--- src/rtl/regfile_dump_reader.sv ---
// regfile_dump_reader
// Walks register indices FIRST_REG..LAST_REG through one combinational
// register-file read port and streams each value over a valid/ready port.
// While a dump is in flight, busy/freeze ask the core to hold writeback so
// the snapshot stays consistent.
//
// Optional feature macro: REGDUMP_CHECKSUM_EN
//   defined   -> a trailing checksum word (XOR of all dumped words) is sent
//                with m_csum=1 and m_last=1
//   undefined -> no accumulator, no CSUM state, m_last on the LAST_REG word,
//                m_csum tied low
module regfile_dump_reader #(
    parameter int FIRST_REG = 0,
    parameter int LAST_REG  = 31
) (
    input  logic        clk,
    input  logic        rst,
    input  logic        start,
    input  logic        abort,
    output logic [4:0]  rd_addr,
    input  logic [31:0] rd_data,
    output logic        m_valid,
    input  logic        m_ready,
    output logic [31:0] m_data,
    output logic [4:0]  m_index,
    output logic        m_last,
    output logic        m_csum,
    output logic        busy,
    output logic        freeze,
    output logic        done
);

    localparam logic [4:0] FIRST_IDX = 5'(FIRST_REG);
    localparam logic [4:0] LAST_IDX  = 5'(LAST_REG);

`ifdef REGDUMP_CHECKSUM_EN
    typedef enum logic [2:0] {
        ST_IDLE = 3'd0,
        ST_LOAD = 3'd1,
        ST_SEND = 3'd2,
        ST_CSUM = 3'd3,
        ST_DONE = 3'd4
    } state_t;
`else
    typedef enum logic [2:0] {
        ST_IDLE = 3'd0,
        ST_LOAD = 3'd1,
        ST_SEND = 3'd2,
        ST_DONE = 3'd4
    } state_t;
`endif

    state_t      state_r;
    state_t      next_state_s;
    logic [4:0]  idx_r;
    logic        m_valid_r;
    logic [31:0] m_data_r;
    logic [4:0]  m_index_r;
    logic        m_last_r;
    logic        handshake_s;
    logic        at_last_s;

`ifdef REGDUMP_CHECKSUM_EN
    logic [31:0] acc_r;
    logic        m_csum_r;

    // XOR folding has no carries, so the checksum is order independent.
    function automatic logic [31:0] csum_fold(input logic [31:0] acc, input logic [31:0] word);
        csum_fold = acc ^ word;
    endfunction
`endif

    assign handshake_s = m_valid_r & m_ready;
    assign at_last_s   = (idx_r == LAST_IDX);

    // State register.
    always_ff @(posedge clk or posedge rst) begin
        if (rst) begin
            state_r <= ST_IDLE;
        end else begin
            state_r <= next_state_s;
        end
    end

    // Next-state logic; abort wins over everything except in IDLE, where only start counts.
    always_comb begin
        next_state_s = state_r;
        case (state_r)
            ST_IDLE: begin
                if (start) begin
                    next_state_s = ST_LOAD;
                end else begin
                    next_state_s = ST_IDLE;
                end
            end
            ST_LOAD: begin
                if (abort) begin
                    next_state_s = ST_IDLE;
                end else begin
                    next_state_s = ST_SEND;
                end
            end
            ST_SEND: begin
                if (abort) begin
                    next_state_s = ST_IDLE;
                end else if (handshake_s) begin
                    if (at_last_s) begin
`ifdef REGDUMP_CHECKSUM_EN
                        next_state_s = ST_CSUM;
`else
                        next_state_s = ST_DONE;
`endif
                    end else begin
                        next_state_s = ST_LOAD;
                    end
                end else begin
                    next_state_s = ST_SEND;
                end
            end
`ifdef REGDUMP_CHECKSUM_EN
            ST_CSUM: begin
                if (abort) begin
                    next_state_s = ST_IDLE;
                end else if (handshake_s) begin
                    next_state_s = ST_DONE;
                end else begin
                    next_state_s = ST_CSUM;
                end
            end
`endif
            ST_DONE: begin
                next_state_s = ST_IDLE;
            end
            default: begin
                next_state_s = ST_IDLE;
            end
        endcase
    end

    // Index register and output word registers.
    always_ff @(posedge clk or posedge rst) begin
        if (rst) begin
            idx_r     <= 5'd0;
            m_valid_r <= 1'b0;
            m_data_r  <= 32'd0;
            m_index_r <= 5'd0;
            m_last_r  <= 1'b0;
`ifdef REGDUMP_CHECKSUM_EN
            m_csum_r  <= 1'b0;
`endif
        end else if (abort && (state_r != ST_IDLE)) begin
            // A word on the bus during abort is treated as not transferred.
            m_valid_r <= 1'b0;
            m_last_r  <= 1'b0;
`ifdef REGDUMP_CHECKSUM_EN
            m_csum_r  <= 1'b0;
`endif
        end else begin
            case (state_r)
                ST_IDLE: begin
                    if (start) begin
                        idx_r <= FIRST_IDX;
                    end else begin
                        idx_r <= idx_r;
                    end
                end
                ST_LOAD: begin
                    m_data_r  <= rd_data;
                    m_index_r <= idx_r;
                    m_valid_r <= 1'b1;
`ifdef REGDUMP_CHECKSUM_EN
                    m_last_r  <= 1'b0;
`else
                    m_last_r  <= at_last_s;
`endif
                end
                ST_SEND: begin
                    if (handshake_s) begin
                        m_valid_r <= 1'b0;
                        if (!at_last_s) begin
                            idx_r <= idx_r + 5'd1;
                        end else begin
                            idx_r <= idx_r;
                        end
                    end else begin
                        m_valid_r <= m_valid_r;
                    end
                end
`ifdef REGDUMP_CHECKSUM_EN
                ST_CSUM: begin
                    if (!m_valid_r) begin
                        m_data_r  <= acc_r;
                        m_index_r <= LAST_IDX;
                        m_last_r  <= 1'b1;
                        m_csum_r  <= 1'b1;
                        m_valid_r <= 1'b1;
                    end else if (handshake_s) begin
                        m_valid_r <= 1'b0;
                        m_last_r  <= 1'b0;
                        m_csum_r  <= 1'b0;
                    end else begin
                        m_valid_r <= m_valid_r;
                    end
                end
`endif
                ST_DONE: begin
                    m_valid_r <= 1'b0;
                end
                default: begin
                    m_valid_r <= 1'b0;
                    m_last_r  <= 1'b0;
`ifdef REGDUMP_CHECKSUM_EN
                    m_csum_r  <= 1'b0;
`endif
                end
            endcase
        end
    end

`ifdef REGDUMP_CHECKSUM_EN
    // Checksum accumulator: cleared on start, folds in each accepted data word.
    always_ff @(posedge clk or posedge rst) begin
        if (rst) begin
            acc_r <= 32'd0;
        end else if ((state_r == ST_IDLE) && start) begin
            acc_r <= 32'd0;
        end else if ((state_r == ST_SEND) && handshake_s && !abort) begin
            acc_r <= csum_fold(acc_r, m_data_r);
        end else begin
            acc_r <= acc_r;
        end
    end

    assign m_csum = m_csum_r;
`else
    assign m_csum = 1'b0;
`endif

    assign rd_addr = idx_r;
    assign m_valid = m_valid_r;
    assign m_data  = m_data_r;
    assign m_index = m_index_r;
    assign m_last  = m_last_r;
    assign busy    = (state_r != ST_IDLE);
    assign freeze  = (state_r != ST_IDLE);
    assign done    = (state_r == ST_DONE);

endmodule

--- config.mk ---
export PLATFORM = sky130hd
export DESIGN_NAME = regfile_dump_reader
export DESIGN_NICKNAME = d
export VERILOG_FILES = /design/src/rtl/regfile_dump_reader.sv
export SDC_FILE = /design/constraint.sdc
export NUM_CORES = 1
export LEC_CHECK = 0
export BUFFER_PORTS_ARGS = -buffer_cell sky130_fd_sc_hd__buf_2
export CAP_MARGIN = 20
export CORE_MARGIN = 2
export CORE_UTILIZATION = 25
export DETAILED_ROUTE_END_ITERATION = 7
export SYNTH_ARGS = -nofsm -noshare
export SYNTH_HDL_FRONTEND = slang
export SYNTH_SLANG_ARGS = --single-unit
--- constraint.sdc ---
create_clock -name clk -period 2.6 [get_ports clk]
set_clock_uncertainty 0.1 [all_clocks]
set_input_delay 0.13 -clock clk [delete_from_list [all_inputs] [get_ports clk]]
set_output_delay 0.13 -clock clk [all_outputs]
set_load 0.05 [all_outputs]
Yosys cells after proc, flatten, opt, wreduce, memory -nomap -nowiden. Cells that the tools add are included.

Shift-type cells: 0. Bitwise logic cells: 2. Add/subtract/negate cells: 1. Order comparisons: 0. Reduce and logical (&&, ||, !) cells: 8. Multiplexer cells: 15. Div/mod/pow operators: 0. Multipliers: 0. Equality and inequality tests: 10.

Operator list (count): $mux 5 (3); $pmux 5 s2 (1); $mux 3 (3); $pmux 3 s3 (1); $ne 2x2->1 const B (4); $add 5x1->5 const B (1); $eq 5x5->1 const B (1); $reduce_and 5->1 (1); $mux 1 (4); $reduce_and 2->1 (2); $eq 3x1->1 const B (1); $eq 3x2->1 const B (1); $eq 3x3->1 const B (1); $logic_not 3->1 (1); $ne 3x3->1 const B (1); $pmux 1 s3 (1); $reduce_bool 3->1 (1); $reduce_or 3->1 (1); $mux 2 (1); $ne 2x1->1 const B (1); $pmux 1 s2 (1); $reduce_bool 2->1 (1); $and 1x1->1 (1); $logic_and 1x1->1 (1); $not 1->1 (1).

Memories kept: 0. Memory bits (writable): 0. Word-level logic and storage cells: 42. ROM bits: 0. Input bits: 37. Register bits: 47. Output and inout bits: 48. Latch bits: 0.

Logic depth before layout (Yosys ltp). Gate-level depths: netlist (run 1).

Word-level depth: 5. Gate-level depth with buffers: 6.

Worst setup path before layout (run 1). OpenSTA, ideal clock, no wires.

Kind: reg-to-reg. Start: register idx_r[0], in the netlist rd_addr[0]. End: register idx_r[0], in the netlist rd_addr[0]. Path buffers: 0. Clock period less this slack: 2.102 ns. Required time: 2.375 ns. Arrival: 1.877 ns. Library setup time: 0.125 ns. Setup slack: 0.498 ns. Stages on the path, launching flop included: 7. Path through: dfrtp_1 -> ha_1 -> and3_1 -> ha_1 -> nor3b_4 -> a21boi_4 -> mux2_4.

Word-level cells in the longest chain between the ends: 4.

RTL lines: start, declared (line 55) `logic [4:0] idx_r;`; start signal, assigned (line 164) `idx_r <= idx_r;`; start signal, assigned (line 181) `idx_r <= idx_r + 5'd1;`; start signal, assigned (line 183) `idx_r <= idx_r;`; $add 5x1->5 (line 181); $mux 5 (line 180) `if (!at_last_s) begin`; $mux 5 (line 178) `if (handshake_s) begin`; $pmux 5 s2 (line 159) `case (state_r)`.

Parallel ways exist; a longest one is shown, timed or not. The select of a mux whose other input is x is not followed. A chain may end at the register's enable or synchronous reset.

Worst setup path in the final report (run 1). Same ends and word-level chain as after synthesis.

==> results of run 1 <==
[timing repair]
action | in CTS | in global routing
setup endpoints to repair | 0 | 0
hold buffers | 33 | 0
hold endpoints to repair | 53 | 0
[power by group through the flow]
stage	Sequential (mW)	Clock, mW	Combinational (mW)
after detailed placement	1.06	0	1.31
final	1.05	0.482	1.34
after floorplan	1.79	0	0.286
after CTS	1.05	0.512	1.35
after global routing	1.08	0.546	1.39
after global placement	1.06	0	1.30
[critical path, delay by kind of cell (launching register included)]
family,cells,cell delay [ns]
simple gates,2,0.48
fa+ha+maj,2,0.47
flops,1,0.44
mux,1,0.26
compound gates,1,0.11
[layout make-up]
cell class	count	area, um2	share of cell area
inverter	3	11.3	0.00386
multi-input combinational	72	729	0.250
clock inverter	1	7.51	0.00257
clock buffer	7	96.3	0.0330
tap	102	128	0.0438
timing repair buffer	119	768	0.263
sequential	47	1180	0.403
[metal layers]
layer,wire (um),part of all wire,up-vias,global-route usage
met5,0,0,-,0
met4,61,0.014,0,0.0355
met3,229,0.051,9,0.0269
met2,2420,0.54,48,0.195
met1,1750,0.39,730,0.123
li1,-,-,695,-
[synthesized netlist by cell type, drive strengths merged]
cell type	instances	area (um2)
a211oi	1	7.51
a21boi	1	18.8
a22o	3	26.3
a31oi	1	6.26
and2	1	6.26
and3	1	6.26
and4b	1	10.0
and4bb	1	12.5
buf	7	57.6
conb	1	3.75
dfrtp	47	1180
ha	2	25.0
inv	3	11.3
maj3	1	10.0
mux2	38	432
mux2i	2	20.0
nand2	4	15.0
nand2b	1	6.26
nand3	3	15.0
nand4bb	1	16.3
nor2	1	3.75
nor3b	3	33.8
nor4b	1	15.0
o21ai	2	10.0
or3	1	7.51
or4b	1	13.8
[flip-flops by register name (all words and copies together), names as in the netlist]
name,count
m_data,32
m_index,5
rd_addr,5
state_r,3
m_last,1
m_valid,1
[kinds of logic (layout without fill, tap and decap cells)]
| logic type | Yosys count | in the layout | synth area share |
|---|---|---|---|
| AO/OA/AOI/OAI | 8 | 8 | 0.0350 |
| AND/OR/NAND/NOR | 20 | 20 | 0.0821 |
| buffers and inverters | 10 | 130 | 0.0350 |
| multiplexers | 40 | 40 | 0.230 |
| adder cells (fa/ha/maj) | 3 | 3 | 0.0178 |
| other | 1 | 1 | 0.00191 |
| flip-flops | 47 | 47 | 0.598 |
[stage by stage]
stage          power (mW)  instance area (um2)  cells   util
6_report             2.88                 2920    351  0.379
5_1_grt              3.02                 2920    351  0.379
3_5_place_dp         2.37                 2480    310  0.323
2_1_floorplan        2.07                 1970    129      -
3_3_place_gp         2.35                 2480    310  0.323
4_1_cts              2.91                 2920    351  0.379
[path summary, 6_finish.rpt]
check | depth (start not counted) | slack [ns] | end
max | 6 | 0.64 | rd_addr[0]
min | 2 | 0.06 | state_r[1]
max reg2reg | 6 | 0.64 | rd_addr[0]
min reg2reg | 1 | 0.39 | m_data[23]
max in group asynchronous | 4 | 1.35 | m_data[11]
min in group asynchronous | 3 | 0.32 | m_data[26]
==> metrics.md, run 1 <==
| Metric | Value |
|---|---|
| Outcome | `finished, final reports clean` |
| Post-synthesis sequential area ratio | `0.598` |
| Grt ovf | `0` |
| Row count | `32` |
| Vias per inst | `around 4.2` |
| Max-capacitance violation count | `0` |
| Final Cycle Share | `0.755` |
| Critical Path Most Common Cell | `ha_1` |
| Post-Syn Area | `a little under 0.002 mm2` |
| Die area | `approximately 0.0086 mm2` |
| Global placement routability congestion | `between 0.7 and 0.8` |
| Slew Viols, Final | `0` |
| Power Internal | `about 1.5 mW` |
| Most frequent cells in the layout | `buf_2 (83), dfrtp_1 (47), dlygate4sd3_1 (33)` |
| Root Driver | `clkbuf_8` |
| Die Wd | `92.7 um` |
| Endpoint class of the critical path | `flop` |
| Startpoint Class | `flop` |
| Commonest non-fill, non-tap cell in the layout | `buf_2` |
| Critical Path Start | `rd_addr[0]` |
| Unrepaired setup endpoints after global routing | `false` |
| Initial core utilization | `0.256` |
| Ys Warns | `0` |
| Setup TNS | `0 ns` |
| Slowest stage delay, CP | `0.44 ns` |
| Vias in the first global route | `1554` |
| Total GRT Usage | `0.107` |
| Postcts setup bufs | `0` |
| Worst hold margin | `about 0.057 ns` |
| Hold Crit Start | `abort` |
| PortBufs | `83` |
| Via count | `1482` |
| CORE AREA | `0.00769 mm2` |
| Avg Inst Size Synth | `between 15 and 20 um2` |
| Layout cells sized above 1 | `0.502` |
| Pre-CTS setup slack | `between 0.6 and 0.7 ns` |
| Clk pin slew, worst setup/hold paths | `approximately 0.080 ns` |
| Critical path cell sequence | `ha_1 -> and3_1 -> ha_1 -> nor3b_4 -> a21boi_4 -> mux2_4` |
| H-tree depth | `2` |
| # clock sinks | `47` |
| Flop pwr share | `0.366` |
| Final setup margin | `0.638 ns` |
| Area Overhead vs Synth | `48.4%` |
| Die span in y | `between 90 and 100 um` |
| Post-synthesis cell count | `roughly 130` |
| CTS tree | `yes` |
| Net Count, Synth | `between 150 and 200` |
| Clock power share | `0.168` |
| Post-cts gate resize count | `0` |
| Min Tclk post-route | `between 1.5 and 2 ns` |
| Ports | `85` |
| Largest net degree at the start of global routing | `27` |
| Critical path data arrival time | `a little over 2 ns` |
| Critical path class | `reg2reg` |
| P_leak | `roughly 1.4 nW` |
| Clock Latency Late Sink | `between 0.2 and 0.3 ns` |
| Top fanout value on the critical path | `5` |
| DRT iter0 DRCs | `41` |
| Part of the power in combinational logic | `0.466` |
| Drt drc | `0` |
| Antenna Cells | `0` |
| Final wirelength | `between 4000 and 5000 um` |
| Routed len/inst | `between 10 and 15 um` |
| Switching pwr | `around 1.3 mW` |
| NumNets Final | `between 200 and 300` |
| Inserted Clock Buffers | `5` |
| Slowest CP cell | `dfrtp_1` |
| Pwr dens | `~990 mW/mm2` |
| DP HPWL | `roughly 3000 um` |
| # fillers | `around 760` |
| Antenna violations before repair | `0` |
| Final Hold Viols | `0` |
| Register bit total from synthesis | `47` |
| DRT antenna net count | `0` |
| Peak supply drop | `around 450 uV` |
| TritonRoute pass-1 iters | `4` |
| Hold Crit Class | `in2reg` |
| Reg2Reg Launch Point | `rd_addr[0]` |
| Net Sw Frac | `0.462` |
| Fmax | `approximately 510 MHz` |
| Synth cell types | `32` |
| First-pass GRT wire length | `7310 um` |
| Worst path required time | `2.68 ns` |
| CTS Buffer Depth | `2` |
| Final setup vio count | `0` |
Note: power is estimated with default switching activity, not from simulation.
==> run 2, diff against run 1 <==
Settings changed: ABC_AREA set to 1.
Clock period 2.6 ns to 1.9 ns, I/O delays scaled along.
==> metrics.md, run 2 <==
| Metric | Value |
|---|---|
| Outcome | `finished, final reports clean` |
| Routed len/inst | `10.4 um (-18%)` |
| Most frequent cells in the layout | `buf_2 (83), nand2_1 (56), dfrtp_1 (46)` |
| Root Driver | `clkbuf_8` |
| Register bit total from synthesis | `47 (unchanged)` |
| Min Tclk post-route | `1.77 ns (-0.195 ns)` |
| FFs w/ async S/R, synth | `1.00 (unchanged)` |
| Via count | `1761 (+19%)` |
| Avg Inst Size Synth | `9.03 um2 (-41%)` |
| Area Overhead vs Synth | `47.8%` |
| Most frequent cell after synthesis | `nand2_1` |
| Final core occ | `0.376 (-0.00339)` |
| Worst path required time | `2.03 ns (-0.65 ns)` |
| Primary FF master, synth | `dfrtp_1` |
| Post-synthesis cell count | `228 (+77%)` |
| Final Hold Viols | `0 (unchanged)` |
| Slew Viols, Final | `0 (unchanged)` |
| Post-synthesis sequential area ratio | `0.571 (-0.0273)` |
| TritonRoute pass-1 iters | `4 (unchanged)` |
| CTS Buffer Depth | `2 (unchanged)` |
| CTS tree | `yes` |
| Dominant cell type by area after synthesis | `dfrtp_1` |
| Final Cycle Share | `0.930 (+0.176)` |
| Vias per inst | `3.90 (-7.7%)` |
| Clock Latency Late Sink | `0.29 ns (about the same)` |
| Final std cells w/o fill | `452 (+29%)` |
| Worst hold margin | `0.200 ns (+0.143 ns)` |
| Global placement routability congestion | `0.778 (-0.82%)` |
| Post-Syn Area | `0.00206 mm2 (+4.8%)` |
| Synth top area cells | `dfrtp_1 (57%), nand2_1 (10%), inv_1 (8.0%)` |
| Initial core utilization | `0.254 (-0.00121)` |
| Pwr dens | `1450 mW/mm2 (+47%)` |
| Ys Warns | `0 (unchanged)` |
| Final setup margin | `0.133 ns (-0.505 ns)` |
| Commonest non-fill, non-tap cell in the layout | `buf_2` |
| Drt drc | `0 (unchanged)` |
| Pre-CTS setup slack | `0.0927 ns (-0.551 ns)` |
| Startpoint Class | `flop` |
| Synth cell types | `24 (-25%)` |
| Postcts setup bufs | `0 (unchanged)` |
| CORE AREA | `0.00809 mm2 (+5.3%)` |
| Clk pin slew, worst setup/hold paths | `0.08 ns (about the same)` |
| # clock sinks | `47 (unchanged)` |
| Fmax | `566 MHz (+11%)` |
| Final wirelength | `4720 um (+5.8%)` |
| Die Wd | `94.8 um (+2.3%)` |
| Ports | `85 (unchanged)` |
| Post-synth EDFFs | `0 (unchanged)` |
| Largest register FFs | `32 (unchanged)` |
| Total Power | `4.40 mW (+53%)` |
| Top fanout value on the critical path | `6 (+1)` |
| First-pass GRT wire length | `7670 um (+4.9%)` |
| Vias in the first global route | `1730 (+11%)` |
| DP HPWL | `3210 um (+9.5%)` |
| Total GRT Usage | `0.107 (about the same)` |
| Dpl cells | `409 (+32%)` |
| Endpoint class of the critical path | `flop` |
| P_leak | `1.70 nW (+18%)` |
| PortBufs | `83 (unchanged)` |
| Antenna Cells | `0 (unchanged)` |
| Grt ovf | `0 (unchanged)` |
| Critical path class | `reg2reg` |
| Layout cells sized above 1 | `0.331 (-0.171)` |
| Post-synth top cells | `nand2_1 (56), dfrtp_1 (47), inv_1 (44), o21ai_1 (20), o21ai_2 (10)` |
| Max-capacitance violation count | `0 (unchanged)` |
| H-tree depth | `2 (unchanged)` |
| Die area | `0.00898 mm2 (+4.6%)` |
| Hold Crit Class | `in2reg` |
| Antenna violations before repair | `0 (unchanged)` |
| Die span in y | `94.8 um (+2.3%)` |
| Inserted Clock Buffers | `5 (unchanged)` |
| Final setup vio count | `0 (unchanged)` |
| NumNets Final | `385 (+34%)` |
| DRT iter0 DRCs | `48 (+17%)` |
| Peak supply drop | `487 uV (+7.3%)` |
| Yosys top cell area share | `0.571 (-0.0273)` |
| DRT antenna net count | `0 (unchanged)` |
| Critical path data arrival time | `1.90 ns (-0.14 ns)` |
| Largest net degree at the start of global routing | `51 (+89%)` |
| Net Count, Synth | `267 (+59%)` |
| Row count | `33 (+3.1%)` |
==> run 2: changes by cell type after synthesis, moves of 8 or more <==
cell     previous run  this run
o21ai_0             1         9
nand2_1             4        56
o21ai_1             1        20
inv_1               3        44
mux2_1             15         0
o21ai_2             0        10
mux2_2             22         0
==> run 2: final cells by class <==
| type | instances | area [um2] |
|---|---|---|
| fill | 832 | 5050 |
| multi-input combinational | 125 | 631 |
| clock inverter | 2 | 35.0 |
| sequential | 47 | 1180 |
| tap | 105 | 131 |
| clock buffer | 6 | 82.6 |
| inverter | 46 | 173 |
| timing repair buffer | 121 | 813 |
==> run 2: cells by family after synthesis <==
| logic type | count (synthesis) | synth area share |
|---|---|---|
| buffers and inverters | 56 | 0.125 |
| and+or+nand+nor | 81 | 0.171 |
| DFF | 47 | 0.571 |
| AOI/OAI and AO/OA | 41 | 0.119 |
| other | 1 | 0.00182 |
| adders and majority gates | 2 | 0.0121 |
==> run 2: layer usage <==
metal	track usage	vias up	wire length, um
li1	-	924	-
met1	0.125	784	2050
met2	0.194	48	2350
met3	0.0303	5	283
met4	0.0254	0	36
met5	0	-	0
==> run 2: repair_timing <==
item	CTS	global route
hold endpoints to repair	56	0
gates resized for setup	0	1
endpoints found under the setup margin	0	5
hold buffers	35	0
==> run 2: path summary, 6_finish.rpt <==
check | from | end | slack [ns] | cells past startpoint
min reg2reg | m_index[0] | m_index[0] | 0.38 | 2
max reg2reg | rd_addr[0] | rd_addr[0] | 0.13 | 9
min in group asynchronous | rst | m_data[30] | 0.28 | 3
max in group asynchronous | rst | rd_addr[0] | 0.91 | 4
max | rd_addr[0] | rd_addr[0] | 0.13 | 9
min | start | state_r[0] | 0.20 | 3
==> run 2: power breakdown <==
group          switching [mW]  internal (mW)
logic                    1.65          0.496
registers               0.175           1.33
clock network           0.323          0.426
total                    2.15           2.25
==> run 2: critical path, cell delays in order (launching register included) <==
cell and delay, ns:
dfrtp_2 0.45, ha_1 0.22, nand2_1 0.09, nor2_1 0.05, ha_1 0.21, nor3_2 0.20
nand2_2 0.14, nand2_4 0.11, nand2_1 0.06, nand2_1 0.05
==> run 2: stage by stage <==
step                      setup TNS, ns  area [um2]
after floorplan                       0        2060
after global placement                0        2570
after detailed placement              0        2570
after CTS                             0        3040
after global routing            -0.0493        3040
final                                 0        3040
==> run 3, diff against run 2 <==
Settings changed: PLACE_DENSITY_LB_ADDON set to 0.3, SLEW_MARGIN set to 20.
==> metrics.md, run 3 (synthesis results as in run 2) <==
| Metric | Value |
|---|---|
| Via count | `1781 (+1.1%)` |
| DRT antenna net count | `0 (unchanged)` |
| Critical path class | `reg2reg` |
| # fillers | `855 (+2.8%)` |
| Slew Viols, Final | `0 (unchanged)` |
| DRT iter0 DRCs | `50 (+4.2%)` |
| Post-route cell area | `0.00302 mm2 (-0.90%)` |
| Die Wd | `94.8 um (unchanged)` |
| NumNets Final | `384 (-0.26%)` |
| Unrepaired setup endpoints after global routing | `false` |
| Routed len/inst | `10.5 um (+0.46%)` |
| CTS Buffer Depth | `2 (unchanged)` |
| Final wirelength | `4730 um (+0.23%)` |
| Most frequent cells in the layout | `buf_2 (83), nand2_1 (56), dfrtp_1 (46)` |
| Total Power | `4.29 mW (-2.4%)` |
| Top fanout value on the critical path | `6 (unchanged)` |
| DP HPWL | `3180 um (-0.97%)` |
| Peak supply drop | `527 uV (+8.2%)` |
| Startpoint Class | `flop` |
| Worst path required time | `2.04 ns (about the same)` |
| Ports | `85 (unchanged)` |
| Row count | `33 (unchanged)` |
| Initial core utilization | `0.254 (unchanged)` |
| Antenna violations before repair | `0 (unchanged)` |
| Setup TNS | `0 ns (unchanged)` |
| Largest register FFs | `32 (unchanged)` |
| Root Driver | `clkbuf_8` |
| Vias in the first global route | `1676 (-3.1%)` |
| Worst-margin pin slew | `about 0.53 ns` |
| Pwr dens | `1420 mW/mm2 (-1.5%)` |
| Final Hold Viols | `0 (unchanged)` |
| Endpoint class of the critical path | `flop` |
| Final Cycle Share | `0.918 (-0.0125)` |
| # clock sinks | `47 (unchanged)` |
| First-pass GRT wire length | `7590 um (-1.1%)` |
| Vias per inst | `3.95 (+1.4%)` |
| Total GRT Usage | `0.108 (+0.000378)` |
| Fmax | `574 MHz (+1.4%)` |
| P_leak | `1.68 nW (-0.75%)` |
| Hold Crit Class | `in2reg` |
| PortBufs | `83 (unchanged)` |
| CORE AREA | `0.00809 mm2 (unchanged)` |
| Final setup vio count | `0 (unchanged)` |
| Min Tclk post-route | `1.74 ns (-0.0238 ns)` |
| Worst slew margin | `0.646` |
| TritonRoute pass-1 iters | `4 (unchanged)` |
| Drt drc | `0 (unchanged)` |
| Die span in y | `94.8 um (unchanged)` |
| Max-capacitance violation count | `0 (unchanged)` |
| Die area | `0.00898 mm2 (unchanged)` |
| CTS tree | `yes` |
| Global placement routability congestion | `0.836 (+7.5%)` |
| Area Overhead vs Synth | `46.4%` |
| Clock Latency Late Sink | `0.29 ns (about the same)` |
| Outcome | `finished, final reports clean` |
| Commonest non-fill, non-tap cell in the layout | `buf_2` |
| Grt ovf | `0 (unchanged)` |
| Layout cells sized above 1 | `0.329 (-0.00193)` |
| Placement Cell Area | `0.00257 mm2 (unchanged)` |
| Antenna Cells | `0 (unchanged)` |
| Largest net degree at the start of global routing | `77 (+51%)` |
| Inserted Clock Buffers | `5 (unchanged)` |
| Critical path data arrival time | `1.88 ns (-0.02 ns)` |
| H-tree depth | `2 (unchanged)` |
| Clk pin slew, worst setup/hold paths | `0.09 ns (about the same)` |
==> run 3: per-stage QoR <==
step / hold WS, ns / util / cells / worst slack [ns]
2_1_floorplan: 0.0659 / - / 228 / 0.0264
3_3_place_gp: 0.0681 / 0.318 / 409 / 0.152
3_5_place_dp: 0.0708 / 0.318 / 409 / 0.110
4_1_cts: 0.00550 / 0.372 / 451 / 0.0893
5_1_grt: 0.0313 / 0.373 / 451 / 0.0373
6_report: 0.0404 / 0.373 / 451 / 0.156
==> run 3: layout make-up <==
type                            count  area [um2]  area share
Sequential cell                    47        1180       0.390
Timing Repair Buffer              120         803       0.266
Multi-Input combinational cell    125         631       0.209
Inverter                           46         173      0.0573
Tap cell                          105         131      0.0436
Clock buffer                        8         100      0.0332
==> run 3: critical path: stages, from the launching register on <==
cell and delay [ns]:
dfrtp_2 0.44, ha_1 0.22, nand2_1 0.09, nor2_1 0.05
ha_1 0.21, nor3_2 0.20, nand2_2 0.13, nand2_4 0.11
nand2_1 0.08, nand2_1 0.06
==> run 3: repair_timing <==
action	4_1_cts	5_1_grt
hold endpoints to repair	56	0
hold buffers	34	0
endpoints found under the setup margin	0	5
setup buffers	0	0
gates resized for setup	0	1
==> run 3: path summary, 6_finish.rpt <==
path,startpoint,to,slack (ns),cells past startpoint
worst max-delay path,rd_addr[0],rd_addr[3],0.16,9
min in group asynchronous,rst,m_index[1],0.28,3
max in group asynchronous,rst,m_data[19],0.89,4
worst max register to register,rd_addr[0],rd_addr[3],0.16,9
worst min register to register,m_data[20],m_data[20],0.38,2
worst min-delay path,m_ready,state_r[2],0.04,3
==> run 3: routing by layer <==
metal | share of wire | GRT usage | up-vias | wire length [um]
met5 | 0 | 0 | - | 0
met3 | 0.052 | 0.0247 | 6 | 246
li1 | - | - | 926 | -
met4 | 0.014 | 0.0411 | 0 | 68
met2 | 0.48 | 0.188 | 49 | 2280
met1 | 0.45 | 0.128 | 800 | 2140
==> run 3: power breakdown <==
part	internal [mW]	leakage (nW)	switching (mW)
registers	1.33	0.602	0.175
clock network	0.333	0.0515	0.322
logic	0.493	1.03	1.64
total	2.15	1.68	2.14
